File: src/rtl/trace_line_arbiter.sv
// Arbitrates two character sources onto one format-checker stream, one '^'...'#' record at a time,
// and reports each record's verdict or its abort (stall or length limit).
module trace_line_arbiter #(
  parameter int STALL_MAX = 16,
  parameter int LEN_MAX   = 32
) (
  input  logic       clk,
  input  logic       reset,
  input  logic       req0_valid,
  input  logic [7:0] req0_char,
  input  logic       req1_valid,
  input  logic [7:0] req1_char,
  output logic       req0_ready,
  output logic       req1_ready,
  output logic [7:0] chk_char,
  output logic       chk_rst,
  input  logic [1:0] chk_format_type,
  output logic       result_valid,
  output logic       result_src,
  output logic [1:0] result_type,
  output logic       result_abort
);

  localparam logic [7:0] C_CARET = 8'h5E;
  localparam logic [7:0] C_HASH  = 8'h23;
  localparam logic [7:0] C_SPACE = 8'h20;

  typedef enum logic [2:0] {
    S_IDLE,
    S_STREAM,
    S_WAIT1,
    S_WAIT2,
    S_ABORT
  } state_t;

  state_t     r_state;
  logic       r_grant;
  logic       r_last_grant;
  logic [5:0] r_len;
  logic [4:0] r_stall;
  logic [7:0] r_chk_char;
  logic       r_chk_rst;
  logic       r_result_valid;
  logic       r_result_src;
  logic [1:0] r_result_type;
  logic       r_result_abort;

  logic       w_caret0;
  logic       w_caret1;
  logic       w_any_caret;
  logic       w_pick;
  logic       w_gnt_valid;
  logic [7:0] w_gnt_char;
  logic [5:0] w_len_inc;
  logic [4:0] w_stall_inc;

  assign w_caret0    = req0_valid && (req0_char == C_CARET);
  assign w_caret1    = req1_valid && (req1_char == C_CARET);
  assign w_any_caret = w_caret0 || w_caret1;
  // On a tie the source not granted last wins; otherwise the lone contender.
  assign w_pick      = (w_caret0 && w_caret1) ? ~r_last_grant : w_caret1;
  assign w_gnt_valid = r_grant ? req1_valid : req0_valid;
  assign w_gnt_char  = r_grant ? req1_char  : req0_char;
  assign w_len_inc   = (r_len == 6'h3F)   ? r_len   : r_len + 6'd1;
  assign w_stall_inc = (r_stall == 5'h1F) ? r_stall : r_stall + 5'd1;

  always_comb begin
    req0_ready = 1'b0;
    req1_ready = 1'b0;
    if (!reset) begin
      case (r_state)
        S_IDLE: begin
          if (w_any_caret) begin
            req0_ready = ~w_pick;
            req1_ready = w_pick;
          end else begin
            req0_ready = req0_valid;
            req1_ready = req1_valid;
          end
        end
        S_STREAM: begin
          req0_ready = ~r_grant;
          req1_ready = r_grant;
        end
        default: begin
          req0_ready = 1'b0;
          req1_ready = 1'b0;
        end
      endcase
    end
  end

  always_ff @(posedge clk or posedge reset) begin
    if (reset) begin
      r_state        <= S_IDLE;
      r_grant        <= 1'b0;
      r_last_grant   <= 1'b1;
      r_len          <= 6'd0;
      r_stall        <= 5'd0;
      r_chk_char     <= C_SPACE;
      r_chk_rst      <= 1'b0;
      r_result_valid <= 1'b0;
      r_result_src   <= 1'b0;
      r_result_type  <= 2'b00;
      r_result_abort <= 1'b0;
    end else begin
      r_chk_char     <= C_SPACE;
      r_chk_rst      <= 1'b0;
      r_result_valid <= 1'b0;
      case (r_state)
        S_IDLE: begin
          if (w_any_caret) begin
            r_grant      <= w_pick;
            r_last_grant <= w_pick;
            r_chk_char   <= C_CARET;
            r_len        <= 6'd1;
            r_stall      <= 5'd0;
            r_state      <= S_STREAM;
          end
        end
        S_STREAM: begin
          if (w_gnt_valid) begin
            r_chk_char <= w_gnt_char;
            r_len      <= w_len_inc;
            r_stall    <= 5'd0;
            if (w_gnt_char == C_HASH)
              r_state <= S_WAIT1;
            else if (int'(r_len) + 1 == LEN_MAX)
              r_state <= S_ABORT;
          end else begin
            r_stall <= w_stall_inc;
            if (int'(r_stall) + 1 == STALL_MAX)
              r_state <= S_ABORT;
          end
        end
        S_WAIT1: r_state <= S_WAIT2;
        S_WAIT2: begin
          // The checker's verdict has settled two cycles after '#'.
          r_result_valid <= 1'b1;
          r_result_src   <= r_grant;
          r_result_type  <= chk_format_type;
          r_result_abort <= 1'b0;
          r_state        <= S_IDLE;
        end
        S_ABORT: begin
          r_chk_rst      <= 1'b1;
          r_result_valid <= 1'b1;
          r_result_src   <= r_grant;
          r_result_type  <= 2'b00;
          r_result_abort <= 1'b1;
          r_state        <= S_IDLE;
        end
        default: r_state <= S_IDLE;
      endcase
    end
  end

  assign chk_char     = r_chk_char;
  assign chk_rst      = r_chk_rst;
  assign result_valid = r_result_valid;
  assign result_src   = r_result_src;
  assign result_type  = r_result_type;
  assign result_abort = r_result_abort;

endmodule

File: config.mk
export PLATFORM = sky130hd
export DESIGN_NAME = trace_line_arbiter
export DESIGN_NICKNAME = d
export VERILOG_FILES = /design/src/rtl/trace_line_arbiter.sv
export SDC_FILE = /design/constraint.sdc
export NUM_CORES = 1
export LEC_CHECK = 0
export ABC_AREA = 0
export BUFFER_PORTS_ARGS = -buffer_cell sky130_fd_sc_hd__buf_2
export CAP_MARGIN = 5
export CORE_ASPECT_RATIO = 1.1
export CORE_MARGIN = 8
export CORE_UTILIZATION = 54
export DETAILED_ROUTE_END_ITERATION = 7
export GPL_TIMING_DRIVEN = 0
export PLACE_DENSITY_LB_ADDON = 0.12
export SYNTH_ARGS = -nofsm -noshare
export SYNTH_HDL_FRONTEND = slang
export SYNTH_SLANG_ARGS = --single-unit
File: constraint.sdc
create_clock -name clk -period 2.1 [get_ports clk]
set_input_delay 0.105 -clock clk [delete_from_list [all_inputs] [get_ports clk]]
set_output_delay 0.105 -clock clk [all_outputs]
set_load 0.1 [all_outputs]
==> key figures <==
Setup path
  • Slowest cell on the critical path: sky130_fd_sc_hd__dfrtp_2
  • Critical-path maximum fanout: 10
  • Worst-path cell chain: buf_4 > or3b_4 > nor2_1 > o21a_2 > buf_12
  • Sort of element at the start of the critical path: register
  • Kind of critical path: reg2out
  • Highest cell delay on the worst timing path: 0.48 ns
  • Kind of capture point of the worst setup path: output port
  • Startpoint of the most critical setup path: r_state[2]$_DFFE_PP0P_
  • Reg2reg setup slack: 0.21 ns
  • Data required time at the worst endpoint: 2.00 ns
  • Arrival @ worst endpoint: 1.90 ns
  • R2r startpoint: r_grant$_DFFE_PP0N_

Power and ir drop
  • Power per cell area: 1230 mW/mm^2
  • Pwr Total: 2.58 mW
  • Pleak: 0.943 nW
  • Maximum vdd drop: 833 uV

Die
  • Initial core utilization: 56.7%
  • Core Box Area: 0.00307 sq mm
  • Die outline width: 70.2 microns
  • Vertical die dimension: 75.6 microns
  • Top-level I/O count: 38
  • Standard-cell rows: 21
  • Die ar.: 0.00530 sq mm

GRT
  • Maximum number of pins on one net before global-route repair: 32
  • Antenna violations before repair: 0
  • Overall fraction of global-route tracks in use: 15.9%
  • Met3 Resource Use GR: 4.95%
  • Wire length of the first global-routing pass: 6860 microns
  • Met2 Usage GRT: 28.9%
  • Vias in the first global route: 1,576
  • Overflow after GRT: 0
  • Met1 demand-to-capacity share in global routing: 17.0%
  • Most used routing layer: met2

STA
  • Final period util: 95.5%
  • Total Neg Setup Slack: 0 ns
  • Minimum clock period after layout: 2.01 ns
  • Slew at the pin with the worst max-slew slack: 1.12 ns
  • Count of final max-slew check failures: 0
  • Max frequency: 499 MHz
  • Setup-violating endpoint count in the final report: 0
  • RSZ-0062 raised after global routing: false
  • Final hold violations: 0
  • Final setup slack of the worst path: 0.0945 ns
  • Headroom to the max-slew limit: 25.4%
  • Final setup skew: 0.00396 ns

Layout
  • Nets@finish: 244
  • Antenna diode instance count: 0
  • Final Cell Area: 0.00209 sq mm
  • Most common cell after layout, fill and taps aside: sky130_fd_sc_hd__buf_2
  • Final standard cell utilization of the core: 68.1%
  • Share of final-layout standard cells stronger than drive strength 1: 32.3%
  • Commonest cells after routing, fill and taps aside: 35 x sky130_fd_sc_hd__buf_2, 26 x sky130_fd_sc_hd__dfrtp_1, 18 x sky130_fd_sc_hd__nand2_1
  • Area growth, synth to finish: 20.3%

Synth
  • Cell area after technology mapping: 0.00174 sq mm
  • Mean area per synthesized cell: 9.95 sq um
  • Net Count, Synth: 200
  • Part of the Yosys area used for sequential elements: 43.2%
  • Count of flip-flops with a built-in enable after synthesis: 0
  • Yosys warnings: 0
  • Synthesized-area fraction occupied by adder cells: 2.16%
  • Post-synthesis register bit count: 30
  • Largest cells by area after synthesis: sky130_fd_sc_hd__dfrtp_1 40%, sky130_fd_sc_hd__o21ai_0 4.9%, sky130_fd_sc_hd__nand2_1 3.9%
  • Async S/R FF share, synth: 100%
  • Area fraction of the dominant cell type after synthesis: 40.2%
  • Xor/xnor share of the synthesized area: 0%
  • Main flop type after synthesis: sky130_fd_sc_hd__dfrtp_1
  • Yosys cell types: 49
  • Main combinational cell family by area after synthesis: simple AND/OR/NAND/NOR gates
  • Simple-gate portion of the synthesized area: 27.0%
  • Share of cell area taken by muxes after synthesis: 6.25%
  • Post-synthesis compound-gate area fraction: 19.2%
  • Library cell occupying the most area in the post-synthesis netlist: sky130_fd_sc_hd__dfrtp_1
  • Cells after Synth: 175

Place
  • Area of placed instances: 0.00197 sq mm
  • Placement-stage worst setup slack: -0.00960 ns
  • Number of port buffers: 37
  • Final RePlAce weighted congestion: 0.824
  • HPWL Detailed: 3150 microns

Clock tree
  • Maximum count of clock buffers along a single path: 2
  • Clock sink count: 30
  • Number of levels in the clock H-tree: 2
  • Source-to-sink clock delay at the later pin of the worst-skew pair: 0.33 ns
  • Clock tree root driver cell: sky130_fd_sc_hd__clkbuf_4
  • Total of hold buffers inserted after clock tree synthesis: 0
  • CTS clk-pin slew, worst paths: 0.09 ns
  • TritonCTS clock tree: yes
  • Cts bufs inserted: 5
  • Number of post-CTS setup repair buffers: 0

Detailed routing
  • Final antenna-violating net count: 0
  • Final wirelength: 4070 microns
  • Routed vias/inst: 5.92
  • Router iterations before antenna repair: 4
  • Routed wire per std cell: 16.0 microns
  • Routed via count: 1,503
  • Final routed DRC violation total: 0
  • Initial DRC Count: 46

Status
  • Status: completed

Run
  • Maximum capacitance violations: 0

Worst hold path
  • Hold Crit Class: in2async
## cell families after synthesis
group / after synthesis
AO/OA/AOI/OAI: 48
adder cells (fa/ha/maj): 3
buffers and inverters: 9
flip-flops: 30
multiplexers: 10
AND/OR/NAND/NOR: 75
## through the flow
step,hold WS [ns],instances
2_1_floorplan,0.203,175
3_3_place_gp,0.393,246
3_5_place_dp,0.407,246
4_1_cts,0.0514,254
5_1_grt,0.0886,254
6_report,0.0595,254
## state kept, by name, summed over array words and instances, names as in the netlist
name,flops
result_valid,1
result_src,1
chk_rst,1
r_state,3
result_abort,1
r_grant,1
result_type,2
chk_char,8
r_stall,5
r_last_grant,1
r_len,6
## power by group
group / total (mW) / switching (mW) / internal [mW]
Sequential: 0.818 / 0.0963 / 0.721
Combinational: 1.34 / 0.920 / 0.416
Clock: 0.430 / 0.201 / 0.229
Total: 2.58 / 1.22 / 1.37
## Yosys cell counts, drive strengths merged (2+ instances only)
cell type	instances
nor4b	4
and2	4
o21ai	18
nor4	4
nor3	9
nand3b	2
a41oi	2
nor2	13
a22o	3
and3	2
ha	3
a22oi	2
dfrtp	28
o21a	2
a211oi	3
mux2	4
dfstp	2
nor3b	2
nand2b	5
mux2i	6
clkbuf	6
a21oi	10
nand3	5
nand2	18
inv	2
## worst paths after layout
check,cells past startpoint,to
max,5,req0_ready
min in group clk,3,chk_char[7]$_DFF_PP0_
max reg2reg,4,chk_char[3]$_DFF_PP0_
max in group asynchronous,2,r_state[1]$_DFFE_PP0P_
min reg2reg,1,result_src$_DFFE_PP0P_
min,2,chk_char[0]$_DFF_PP0_
## area by class of cell
| class | instances | area, sq um |
|---|---|---|
| Fill cell | 256 | 980 |
| Multi-Input combinational cell | 136 | 958 |
| Sequential cell | 30 | 756 |
| Timing Repair Buffer | 37 | 215 |
| Clock buffer | 8 | 78.8 |
| Inverter | 2 | 7.51 |
| Tap cell | 34 | 42.5 |
| Buffer | 7 | 36.3 |
## worst max-delay path: cells and delay by family, from the launching register on
family / cells / cell delay, ns
compound gates: 1 / 0.17
simple gates: 2 / 0.55
flops: 1 / 0.48
buf+inv: 2 / 0.37
## routing by layer
layer  vias up  part of all wire (%)
met5         -                     0
met4         0                   1.4
met3         7                   5.2
met2        35                    53
met1       722                    41
li1        739                     -
## timing repair
action,CTS,global route
resized for setup,8,10
pin swaps,0,1
setup endpoints to repair,2,2
(Power assumes the default switching activity.)
